[config.mk]
export PLATFORM = sky130hd
export DESIGN_NAME = dmu_arbiter
export DESIGN_NICKNAME = d
export VERILOG_FILES = /design/src/rtl/dmu_arbiter.sv
export SDC_FILE = /design/constraint.sdc
export NUM_CORES = 1
export LEC_CHECK = 0
export ABC_CLOCK_PERIOD_IN_PS = 2320
export BUFFER_PORTS_ARGS = -buffer_cell sky130_fd_sc_hd__buf_2
export CAP_MARGIN = 20
export CORE_MARGIN = 5
export CORE_UTILIZATION = 25
export DETAILED_ROUTE_END_ITERATION = 10
export HOLD_SLACK_MARGIN = 0.08
export PLACE_DENSITY = 0.51
export SLEW_MARGIN = 20
export SYNTH_ARGS = -nofsm -noshare
export SYNTH_HDL_FRONTEND = slang
export SYNTH_SLANG_ARGS = --single-unit
[constraint.sdc]
create_clock -name clk -period 2.32 [get_ports clk]
set_input_delay 0.348 -clock clk [delete_from_list [all_inputs] [get_ports clk]]
set_output_delay 0.348 -clock clk [all_outputs]
set_load 0.01 [all_outputs]
[src/rtl/dmu_arbiter.sv]
// dmu_arbiter: two-port request arbiter in front of dmu_engine with fixed memory latency.
// Define DMU_ARB_RR_EN for round-robin arbitration; default is fixed port-0 priority.
module dmu_arbiter #(
  parameter int WIDTH       = 32,
  parameter int MEM_LATENCY = 1
) (
  input  logic             clk,
  input  logic             rst,
  input  logic             req0_valid,
  input  logic             req0_we,
  input  logic [WIDTH-1:0] req0_addr,
  input  logic [WIDTH-1:0] req0_wdata,
  output logic             req0_ready,
  output logic             req0_rvalid,
  input  logic             req1_valid,
  input  logic             req1_we,
  input  logic [WIDTH-1:0] req1_addr,
  input  logic [WIDTH-1:0] req1_wdata,
  output logic             req1_ready,
  output logic             req1_rvalid,
  output logic [WIDTH-1:0] rdata,
  output logic             mem_read_en,
  output logic             mem_write_en,
  output logic [WIDTH-1:0] mem_addr,
  output logic [WIDTH-1:0] mem_write_data,
  input  logic [WIDTH-1:0] mem_read_data,
  output logic             busy
);
  typedef enum logic [1:0] {IDLE, ISSUE, WAIT, RESP} state_t;
  state_t           r_state;
  logic [3:0]       r_cnt;
  logic             r_we, r_id, r_rvalid0, r_rvalid1, r_rd_en, r_wr_en, r_busy;
  logic [WIDTH-1:0] r_addr, r_wdata, r_rdata;
  logic             w_gnt0, w_gnt1, w_accept, w_we;
  logic [WIDTH-1:0] w_addr, w_wdata;
`ifdef DMU_ARB_RR_EN
  logic r_last;
  assign w_gnt1 = req1_valid & (~req0_valid | ~r_last);
`else
  assign w_gnt1 = req1_valid & ~req0_valid;
`endif
  assign w_gnt0   = req0_valid & ~w_gnt1;
  // ready is gated by rst so every output reads 0 while reset is held
  assign w_accept = rst & (r_state == IDLE) & (req0_valid | req1_valid);
  assign w_we     = w_gnt1 ? req1_we : req0_we;
  assign w_addr   = w_gnt1 ? req1_addr : req0_addr;
  assign w_wdata  = w_gnt1 ? req1_wdata : req0_wdata;
  assign req0_ready     = w_accept & w_gnt0;
  assign req1_ready     = w_accept & w_gnt1;
  assign req0_rvalid    = r_rvalid0;
  assign req1_rvalid    = r_rvalid1;
  assign rdata          = r_rdata;
  assign mem_read_en    = r_rd_en;
  assign mem_write_en   = r_wr_en;
  assign mem_addr       = r_addr;
  assign mem_write_data = r_wdata;
  assign busy           = r_busy;
  always_ff @(posedge clk or negedge rst) begin
    if (!rst) begin
      r_state   <= IDLE;
      r_cnt     <= '0;
      r_we      <= 1'b0;
      r_id      <= 1'b0;
      r_rvalid0 <= 1'b0;
      r_rvalid1 <= 1'b0;
      r_rd_en   <= 1'b0;
      r_wr_en   <= 1'b0;
      r_busy    <= 1'b0;
      r_addr    <= '0;
      r_wdata   <= '0;
      r_rdata   <= '0;
`ifdef DMU_ARB_RR_EN
      r_last    <= 1'b1;
`endif
    end else begin
      case (r_state)
        IDLE: if (w_accept) begin
          r_state <= ISSUE;
          r_we    <= w_we;
          r_id    <= w_gnt1;
          r_addr  <= w_addr;
          r_wdata <= w_wdata;
          r_rd_en <= ~w_we;
          r_wr_en <= w_we;
          r_busy  <= 1'b1;
`ifdef DMU_ARB_RR_EN
          r_last  <= w_gnt1;
`endif
        end
        ISSUE: begin
          r_rd_en <= 1'b0;
          r_wr_en <= 1'b0;
          r_cnt   <= 4'(MEM_LATENCY);
          r_state <= WAIT;
        end
        WAIT: begin
          r_cnt <= r_cnt - 4'd1;
          if (r_cnt == 4'd1) begin
            r_rdata   <= r_we ? '0 : mem_read_data;
            r_rvalid0 <= ~r_id;
            r_rvalid1 <= r_id;
            r_state   <= RESP;
          end
        end
        RESP: begin
          r_rvalid0 <= 1'b0;
          r_rvalid1 <= 1'b0;
          r_busy    <= 1'b0;
          r_state   <= IDLE;
        end
      endcase
    end
  end
endmodule

==> Flow_metrics.wiki, run 1 <==
{| class="wikitable"
! Metric !! Value
|-
| Number of antenna violations at the first check in global routing || 0
|-
| Share of cell area taken by muxes after synthesis || 13.3%
|-
| Crit path capture type || output port
|-
| Starting Density || 25.5%
|-
| Post-Synth XOR/XNOR Area || 0%
|-
| Overall power of the completed layout || 0.00799 W
|-
| Timing-limited maximum frequency || 486 MHz
|-
| Final hold violations || 0
|-
| Synth Register Bits || 109
|-
| Clock net sink count || 109
|-
| Setup repair after global routing missed its margin || no
|-
| Layout net count || 919
|-
| Final period demand of the worst path || 2.06 ns
|-
| Leakage dissipation || 3.62 nW
|-
| Transition time of the tightest slew-check pin || 0.554 ns
|-
| Sum of buffers and inverters on the critical path || 4
|-
| Clock latency reported for the late side of the worst-skew pair || 0.34 ns
|-
| Number of gates resized after CTS || 0
|-
| Critical path class || input pin to output port
|-
| Mean instance size in the synthesized netlist || 10.2 µm²
|-
| R2R Setup Slk || 0.62 ns
|-
| Most used cell along the critical path || buf_4
|-
| CP peak stage delay || 0.57 ns
|-
| Avg WL per Cell || 14.0 µm
|-
| Number of top-level pins || 269
|-
| FF-to-FF End || req0_rvalid
|-
| Share of the yosys chip area belonging to registers || 54.8%
|-
| Maximum number of pins on one net before global-route repair || 82
|-
| Die footprint || 0.0228 mm²
|-
| Crit-path max FO || 18
|-
| Residual overflow from global routing || 0
|-
| Final sum of negative setup slack || 0 ns
|-
| CTS tree || built
|-
| Stages on the worst setup path || 5
|-
| Layout cells sized above 1 || 39.8%
|-
| Via count normalized by instance count || 4.11
|-
| Worst vdd rail ir drop || 0.419 mV
|-
| Cell class contributing the biggest share of worst-path delay || buffers and inverters
|-
| Ant. Diodes || 0
|-
| CP max-delay cell || dlygate4sd3_1
|-
| Post-DP HPWL || 11200 µm
|-
| Origin of the worst setup path || rst
|-
| Main combinational cell family by area after synthesis || simple AND/OR/NAND/NOR gates
|-
| Maximum root-to-sink buffer count || 2
|-
| Die width || 151 µm
|-
| Post-Place Cell Area || 0.00664 mm²
|-
| Simple-gate portion of the synthesized area || 14.3%
|-
| Fraction of the cycle the final worst path needs || 88.6%
|-
| Result of the run || completed
|-
| Complex-gate fraction of the synthesized area || 11.9%
|-
| Destination of the critical timing path || req1_ready
|-
| Gate count of the mapped netlist || 489
|-
| Number of CTS-inserted buffers || 9
|-
| Total setup violations reported at the end of the flow || 0
|-
| DRC Markers || 0
|-
| Syn_nets || 662
|-
| YS warnings || 0
|-
| DRT antenna net count || 0
|-
| Die height || 151 µm
|-
| Origin of the critical flop-to-flop path || r_cnt[1]
|-
| Critical path, cell by cell || dlygate4sd3_1 -> buf_4 -> buf_4 -> and3_1 -> buf_2
|-
| Max-slew headroom at the worst pin || 62.9%
|-
| Starting DRC count in detailed routing || 105
|-
| Total length of routed wires || 14200 µm
|-
| Overall Global Routing Usage || 12.2%
|-
| TritonRoute pass-1 iters || 4
|-
| Required time reported for the critical path endpoint || 1.97 ns
|-
| Max-cap violations || 0
|-
| Layout overhead on the synthesized area || 39.5%
|-
| Ys flop type || dfrtp_1
|-
| Root buffer cell || clkbuf_16
|-
| Global-route wire length before repair || 22000 µm
|-
| Gpl congestion || 0.722
|-
| EDFF count, synth || 0
|-
| Post-synth design cell area || 0.00497 mm²
|-
| Worst Skew || 0.00827 ns
|-
| Number of buffers inserted by port buffering || 268
|-
| Adder and majority cell fraction of the synthesized area || 1.76%
|-
| Final number of max-transition violations || 0
|-
| Via total after detailed routing || 4180
|-
| Via count of the first global-routing pass || 4304
|-
| Worst path arrival time || 1.71 ns
|-
| Worst Reg-to-Reg Cells || 5
|-
| Clock Pin Slew Worst Setup and Hold Paths || 0.08 ns
|-
| Proportion of synthesized flip-flops having asynchronous set or reset || 100%
|-
| Std-Cell Rows || 51
|-
| Power density relative to cell area || 1150 mW/mm²
|-
| Category of the worst setup path launch point || input pin
|-
| Number of levels in the clock H-tree || 3
|-
| Min Hold Slack || 0.246 ns
|-
| Core box area || 0.0195 mm²
|-
| Fin area || 0.00694 mm²
|-
| Type of the tightest min-delay check || input pin to register
|-
| Distinct cell type count of the synthesized netlist || 28
|}
## kinds of logic after synthesis
kind of cell	after synthesis
and+or+nand+nor	154
muxes	66
adders and majority gates	7
DFF	109
buffers and inverters	40
AOI/OAI and AO/OA	113
## layer usage
metal	vias to the layer above	routed length (µm)	global-route usage [%]
li1	2173	-	-
met1	1842	6180	15.9
met2	159	6650	19.8
met3	6	1280	3.80
met4	0	106	2.72
met5	-	0	0
## timing repair
action                                  in CTS  in global routing
endpoints found under the hold margin       29                  0
hold buffers                                 1                  0
endpoints found under the setup margin       0                  0
setup buffers                                0                  0
## area by class of cell
| cell class | count | area, µm² |
|---|---|---|
| timing repair buffer | 280 | 1500 |
| tap | 265 | 332 |
| inverter | 6 | 22.5 |
| clock inverter | 5 | 42.5 |
| fill | 2063 | 12600 |
| multi-input combinational | 340 | 2060 |
| sequential | 109 | 2730 |
| clock buffer | 11 | 253 |
## Yosys cell counts (2+ instances only)
library cell,count,share of area (%)
mux2i_1,66,13
buf_6,4,0.91
inv_1,6,0.45
nor2b_1,3,0.38
o21ai_0,100,10
o211ai_1,4,0.60
nand2b_1,32,4.0
ha_1,7,1.8
nand3b_1,2,0.30
nor2_1,4,0.30
a2bb2oi_1,2,0.35
dfrtp_1,109,55
buf_2,9,0.91
and3_1,3,0.38
nand3_1,5,0.50
a21oi_1,2,0.20
clkbuf_1,20,1.5
nand2_1,101,7.6
## registers in the layout, summed over array words and instances, names as in the netlist
signal,flops
r_id,1
mem_addr,32
busy,1
mem_write_en,1
req1_rvalid,1
r_we,1
rdata,32
mem_write_data,32
mem_read_en,1
r_state,2
r_cnt,4
req0_rvalid,1
## power breakdown
group / internal (W) / total, W / switching, W / leakage [nW]
combinational: 0.00138 / 0.00329 / 0.00191 / 2.10
clock: 0.000800 / 0.00152 / 0.000716 / 0.143
sequential: 0.00274 / 0.00319 / 0.000444 / 1.38
## metrics by stage
stage	setup WS, ns	std cells	utilization, %
after floorplan	0.717	489	-
after global placement	0.649	999	34.0
after detailed placement	0.629	999	34.0
after CTS	0.202	1016	35.5
after global routing	0.150	1016	35.5
final	0.264	1016	35.5
## layout by cell type (no fill, tap or decap), drive strengths merged, types with 3 or more instances in the layout
master / netlist / routed
clkbuf: 20 / 11
and3: 3 / 3
mux2i: 66 / 66
nand2b: 32 / 32
dfrtp: 109 / 109
nand3: 5 / 5
nor2b: 3 / 3
o21ai: 101 / 101
o211ai: 4 / 4
buf: 14 / 279
inv: 6 / 8
ha: 7 / 7
nand2: 101 / 101
nor2: 4 / 4
## worst register-to-register path, cell delays in order (launching register included)
cell and delay (ns):
dfrtp_1 0.38, inv_1 0.09, ha_1 0.19, or3b_4 0.42, or4b_1 0.48, nand3_1 0.09
## worst min-delay path by stage
stage / from / to / slack, ns / cells past startpoint
floorplan: rst / busy / 0.05 / 0
global placement: rst / r_cnt[0] / 0.39 / 2
detailed placement: rst / r_cnt[2] / 0.39 / 2
CTS: mem_read_data[11] / rdata[11] / 0.23 / 3
global route: mem_read_data[14] / rdata[14] / 0.24 / 3
finish: mem_read_data[11] / rdata[11] / 0.25 / 3
(Power assumes the default switching activity.)
==> run 2: changes to the inputs <==
- ABC_CLOCK_PERIOD_IN_PS: 2320 -> 1850
- PLACE_DENSITY: 0.51 -> 0.53
- clock period: 2.32 -> 1.85 ns (I/O delays scaled with it)
==> Flow_metrics.wiki, run 2 (synthesized netlist as in run 1, its figures left out) <==
{| class="wikitable"
! Metric !! Value
|-
| DRT antenna net count || 0 (unchanged)
|-
| Timing-limited maximum frequency || 564 MHz
|-
| Total setup violations reported at the end of the flow || 0 (unchanged)
|-
| Fin area || 0.00702 mm² (+1.2%)
|-
| CTS tree || built
|-
| Via count normalized by instance count || 4.10 (-0.28%)
|-
| Worst vdd rail ir drop || 0.568 mV (+35%)
|-
| Area taken by flip-flops and latches || 0.00273 mm² (unchanged)
|-
| Avg WL per Cell || 13.7 µm (-2.2%)
|-
| Most common library cell in the layout ignoring fill and taps || buf_2
|-
| Die height || 151 µm (unchanged)
|-
| Layout overhead on the synthesized area || 41.1%
|-
| Number of levels in the clock H-tree || 3 (unchanged)
|-
| Via total after detailed routing || 4201 (+0.50%)
|-
| Core box area || 0.0195 mm² (unchanged)
|-
| Number of CTS-inserted buffers || 9 (unchanged)
|-
| Pre-CTS setup slack || 0.170 ns (-0.460 ns)
|-
| Post-Place Cell Area || 0.00669 mm² (+0.87%)
|-
| Launch instance of the worst min-delay path || mem_read_data[15]
|-
| Final period demand of the worst path || 1.77 ns
|-
| Overall Global Routing Usage || 12.0% (-0.22 points)
|-
| Layout cells sized above 1 || 40.6% (+0.77 points)
|-
| Number of top-level pins || 269 (unchanged)
|-
| Residual overflow from global routing || 0 (unchanged)
|-
| Starting Density || 25.5% (unchanged)
|-
| Maximum number of pins on one net before global-route repair || 92 (+12%)
|-
| Die width || 151 µm (unchanged)
|-
| Via count of the first global-routing pass || 4131 (-4.0%)
|-
| Crit path capture type || output port
|-
| Worst Reg-to-Reg Cells || 5 (unchanged)
|-
| Number of antenna violations at the first check in global routing || 0 (unchanged)
|-
| Category of the worst setup path launch point || register
|-
| Final number of max-transition violations || 0 (unchanged)
|-
| Clock Pin Slew Worst Setup and Hold Paths || 0.08 ns (about the same)
|-
| Std-Cell Rows || 51 (unchanged)
|-
| Worst setup margin || 0.0757 ns (-0.188 ns)
|-
| R2R Setup Slk || 0.15 ns (-0.47 ns)
|-
| Global-route wire length before repair || 21400 µm (-2.7%)
|-
| Worst path arrival time || 1.50 ns (-0.21 ns)
|-
| Number of buffers inserted by port buffering || 268 (unchanged)
|-
| Required time reported for the critical path endpoint || 1.57 ns (-0.40 ns)
|-
| Power density relative to cell area || 1440 mW/mm² (+25%)
|-
| Min Hold Slack || 0.176 ns (-0.0699 ns)
|-
| Number of cells on the worst hold path || 3 (unchanged)
|-
| TritonRoute pass-1 iters || 4 (unchanged)
|-
| Final hold violations || 0 (unchanged)
|-
| DRC Markers || 0 (unchanged)
|-
| Critical path class || register to output port
|-
| Total length of routed wires || 14000 µm (-1.4%)
|-
| FF-to-FF End || req0_rvalid
|-
| Leakage dissipation || 3.65 nW (+0.81%)
|-
| Worst Skew || 0.00906 ns (+0.000793 ns)
|-
| Setup repair after global routing missed its margin || no
|-
| Fraction of the cycle the final worst path needs || 95.9%
|-
| Transition time of the tightest slew-check pin || 0.806 ns (+0.253 ns)
|-
| Result of the run || completed
|-
| Root buffer cell || clkbuf_16
|-
| Final sum of negative setup slack || 0 ns (unchanged)
|-
| Crit-path max FO || 7 (-11)
|-
| Max-cap violations || 0 (unchanged)
|-
| Die footprint || 0.0228 mm² (unchanged)
|-
| Commonest cells after routing, fill and taps aside || buf_2, dfrtp_1, nand2_1
|-
| Starting DRC count in detailed routing || 117 (+11%)
|-
| Origin of the critical flop-to-flop path || r_cnt[1]
|-
| Clock latency reported for the late side of the worst-skew pair || 0.35 ns (about the same)
|-
| End point of the most critical hold path || rdata[15]
|-
| Layout net count || 928 (+0.98%)
|-
| Number of fill cells in the layout || 2009 (-2.6%)
|-
| Max-slew headroom at the worst pin || 46.1% (-17 points)
|-
| Multi-input combinational cell area || 0.00207 mm² (+0.48%)
|-
| Clock net sink count || 109 (unchanged)
|-
| Gpl congestion || 0.731 (+1.2%)
|-
| Post-DP HPWL || 10600 µm (-5.3%)
|-
| Type of the tightest min-delay check || input pin to register
|-
| Ant. Diodes || 0 (unchanged)
|-
| Maximum root-to-sink buffer count || 2 (unchanged)
|}
## run 2: cell types whose count changed in the layout (fill, tap and decap cells not counted), moves of 2 or more
| cell | change |
|---|---|
| clkbuf_8 | -2 |
| and3_1 | -2 |
| inv_6 | -2 |
| clkinv_4 | -2 |
| inv_1 | -2 |
| buf_4 | +7 |
| clkbuf_1 | +2 |
| inv_2 | +2 |
| and3_4 | +2 |
## run 2: per-stage QoR
step                      utilization [%]  power, W  std cells
after floorplan                         -   0.00639        489
after global routing                 36.0    0.0110       1024
after CTS                            35.9    0.0103       1023
after global placement               34.3   0.00821       1005
final                                36.0    0.0101       1024
after detailed placement             34.3   0.00828       1005
## run 2: metal layers
metal / vias up / routed length [µm] / global-route usage [%]
met1: 1839 / 6140 / 15.8
li1: 2182 / - / -
met2: 171 / 6430 / 19.0
met4: 0 / 158 / 3.94
met5: - / 0 / 0
met3: 9 / 1280 / 3.38
## run 2: layout make-up
cell class              count  share of cell area, %
clock buffers              11                   3.31
well taps                 265                   4.72
multi-input cells         340                   29.5
inverters                   6                  0.321
repair buffers            289                   22.5
clock inverters             4                  0.713
flip-flops and latches    109                   38.9
## run 2: how the worst max path moves through the flow
stage | end | slack (ns) | startpoint
global route | req1_ready | 0.002 | r_state[1]
global placement | req0_rvalid | 0.19 | r_cnt[1]
CTS | req0_ready | 0.009 | r_state[1]
finish | req1_ready | 0.08 | r_state[1]
floorplan | mem_write_data[11] | 0.25 | r_state[0]
detailed placement | req0_rvalid | 0.17 | r_cnt[1]
## run 2: timing repair
action / in CTS / in global routing
hold buffers: 2 / 0
gates resized for setup: 2 / 2
setup endpoints to repair: 2 / 2
setup buffers: 1 / 1
hold endpoints to repair: 97 / 0
## run 2: critical path, cell delays in order, from the launching register on
cell and delay (ns):
dfrtp_1 0.40, inv_2 0.09, ha_1 0.17, buf_4 0.16, and3_4 0.21, buf_2 0.13
## run 2: power by group
group / internal [W] / switching (W) / total, W
sequential: 0.00344 / 0.000534 / 0.00397
clock: 0.00104 / 0.000882 / 0.00193
combinational: 0.00179 / 0.00240 / 0.00419
total: 0.00628 / 0.00381 / 0.0101
==> run 3: changes to the inputs <==
- CELL_PAD_IN_SITES_DETAIL_PLACEMENT: default -> 1
- CELL_PAD_IN_SITES_GLOBAL_PLACEMENT: default -> 2
- CORE_MARGIN: 5 -> 2
- CORE_UTILIZATION: 25 -> 23
- GPL_ROUTABILITY_DRIVEN: default -> 0
- PLACE_DENSITY: 0.53 -> 0.78
==> Flow_metrics.wiki, run 3 (synthesized netlist as in run 1, its figures left out) <==
{| class="wikitable"
! Metric !! Value
|-
| Result of the run || completed
|-
| Avg WL per Cell || 14.9 µm (+8.8%)
|-
| Clock latency reported for the late side of the worst-skew pair || 0.35 ns (about the same)
|-
| Core utilization of the finished layout || 33.1% (-2.8 points)
|-
| Combinational power share || 41.3% (-0.2 points)
|-
| R2R Setup Slk || 0.15 ns (about the same)
|-
| P_sw || 0.00391 W (+2.5%)
|-
| Die height || 151 µm (about the same)
|-
| Leakage dissipation || 3.64 nW (-0.13%)
|-
| Category of the worst setup path launch point || register
|-
| Max-cap violations || 0 (unchanged)
|-
| Launch instance of the worst min-delay path || mem_read_data[11]
|-
| Number of antenna violations at the first check in global routing || 1 (+1)
|-
| Setup repair after global routing missed its margin || no
|-
| Required time reported for the critical path endpoint || 1.57 ns (about the same)
|-
| Root buffer cell || clkbuf_16
|-
| Global-route wire length before repair || 23300 µm (+8.8%)
|-
| Number of CTS-inserted buffers || 9 (unchanged)
|-
| CP peak stage delay || 0.40 ns (about the same)
|-
| Type of the tightest min-delay check || input pin to register
|-
| Max-slew headroom at the worst pin || 60.3% (+14 points)
|-
| CTS tree || built
|-
| Layout overhead on the synthesized area || 40.8%
|-
| TritonRoute pass-1 iters || 4 (unchanged)
|-
| Most common library cell in the layout ignoring fill and taps || buf_2
|-
| Ant. Diodes || 0 (unchanged)
|-
| Final sum of negative setup slack || 0 ns (unchanged)
|-
| Total setup violations reported at the end of the flow || 0 (unchanged)
|-
| Worst vdd rail ir drop || 0.362 mV (-36%)
|-
| End point of the most critical hold path || rdata[11]
|-
| Via count of the first global-routing pass || 4380 (+6.0%)
|-
| Number of buffers inserted by port buffering || 268 (unchanged)
|-
| Residual overflow from global routing || 0 (unchanged)
|-
| Die footprint || 0.0228 mm² (about the same)
|-
| CP max-delay cell || dfrtp_1
|-
| Portion of total power attributed to the clock network || 19.9% (+0.8 points)
|-
| Layout cells sized above 1 || 40.8% (+0.19 points)
|-
| Via count normalized by instance count || 4.24 (+3.2%)
|-
| Number of fill cells in the layout || 2530 (+26%)
|-
| DRC Markers || 0 (unchanged)
|-
| Worst Reg-to-Reg Cells || 5 (unchanged)
|-
| Std-Cell Rows || 53 (+3.9%)
|-
| Final number of max-transition violations || 0 (unchanged)
|-
| Commonest cells after routing, fill and taps aside || buf_2, dfrtp_1, nand2_1
|-
| Crit path capture type || output port
|-
| Origin of the critical flop-to-flop path || r_cnt[1]
|-
| Timing-limited maximum frequency || 576 MHz (+2.2%)
|-
| Via total after detailed routing || 4375 (+4.1%)
|-
| Post-DP HPWL || 11800 µm (+12%)
|-
| Total length of routed wires || 15400 µm (+9.7%)
|-
| Crit-path max FO || 7 (unchanged)
|-
| Critical path class || register to output port
|-
| Number of levels in the clock H-tree || 3 (unchanged)
|-
| FF-to-FF End || req0_rvalid
|-
| Power density relative to cell area || 1470 mW/mm² (+1.9%)
|-
| Number of cells on the worst hold path || 3 (unchanged)
|-
| Starting Density || 23.5% (-2.0 points)
|-
| Critical path, cell by cell || inv_2 -> ha_2 -> buf_4 -> and3_4 -> buf_4
|-
| P_int || 0.00635 W (+1.3%)
|-
| Maximum number of pins on one net before global-route repair || 109 (+18%)
|-
| Worst Skew || 0.0106 ns (+0.00157 ns)
|-
| Transition time of the tightest slew-check pin || 0.595 ns (-0.211 ns)
|-
| Sw Share || 38.1% (+0.29 points)
|-
| Core box area || 0.0212 mm² (+8.3%)
|-
| Number of top-level pins || 269 (unchanged)
|-
| Final hold violations || 0 (unchanged)
|-
| DRT antenna net count || 0 (unchanged)
|-
| Starting DRC count in detailed routing || 70 (-40%)
|-
| Most used cell along the critical path || buf_4
|-
| Sequential cell fraction of total power || 38.8% (-0.6 points)
|-
| Die width || 151 µm (about the same)
|-
| Maximum root-to-sink buffer count || 2 (unchanged)
|-
| Overall Global Routing Usage || 13.3% (+1.3 points)
|-
| Clock Pin Slew Worst Setup and Hold Paths || 0.08 ns (about the same)
|-
| Clock net sink count || 109 (unchanged)
|-
| Layout net count || 926 (-0.22%)
|-
| Fraction of the cycle the final worst path needs || 93.8% (-2.1 points)
|-
| Final period demand of the worst path || 1.74 ns (-0.0386 ns)
|-
| Worst path arrival time || 1.46 ns (-0.04 ns)
|}
run 3: power groups by stage:
stage	combinational (W)	clock, W	sequential (W)
4_1_cts	0.00434	0.00215	0.00401
6_report	0.00424	0.00204	0.00399
3_3_place_gp	0.00421	0	0.00399
2_1_floorplan	0.00192	0	0.00447
3_5_place_dp	0.00431	0	0.00405
5_1_grt	0.00484	0.00225	0.00415
run 3: worst max-delay path by stage:
| stage | startpoint | endpoint | slack [ns] |
|---|---|---|---|
| 3_5_place_dp | r_state[0] | mem_addr[29] | 0.10 |
| 3_3_place_gp | r_cnt[1] | req0_rvalid | 0.18 |
| 5_1_grt | r_state[1] | req0_ready | 0.02 |
| 4_1_cts | r_state[1] | req0_ready | 0.03 |
| 6_report | r_state[1] | req0_ready | 0.11 |
| 2_1_floorplan | r_state[0] | mem_write_data[11] | 0.25 |
run 3: area by class of cell:
class	instances	area [µm²]	area share, %
Clock inverter	4	55.1	0.786
Timing Repair Buffer	287	1530	21.8
Inverter	6	22.5	0.321
Sequential cell	109	2730	38.9
Clock buffer	12	256	3.66
Multi-Input combinational cell	340	2070	29.6
Tap cell	275	344	4.91
run 3: metal layers:
layer / vias up / part of all wire [%] / GRT usage [%]
li1: 2180 / - / -
met1: 1997 / 44 / 16.4
met2: 182 / 45 / 21.6
met3: 14 / 9.9 / 4.76
met4: 2 / 1.2 / 4.35
met5: - / 0.085 / 0
run 3: repair_timing:
action | CTS | global route
hold endpoints to repair | 1 | 0
endpoints found under the setup margin | 2 | 1
hold buffers | 1 | 0
gates resized for setup | 1 | 4
setup buffers | 1 | 1
run 3: worst max-delay path, delay by kind of cell (launching register included):
kind / cells / cell delay (ns)
adder cells (fa/ha/maj): 1 / 0.18
buffers and inverters: 3 / 0.35
flip-flops: 1 / 0.40
AND/OR/NAND/NOR: 1 / 0.18
run 3: metrics by stage:
stage                     power (W)  hold slack [ns]  instances  setup slack (ns)  area [µm²]
after floorplan             0.00639          -0.0181        489             0.247        4970
after global placement      0.00820           0.0922       1014             0.183        6660
after detailed placement    0.00836           0.0940       1014             0.101        6660
after CTS                    0.0105            0.156       1032            0.0254        6990
after global routing         0.0112            0.165       1033            0.0227        7010
final                        0.0103            0.175       1033             0.114        7010
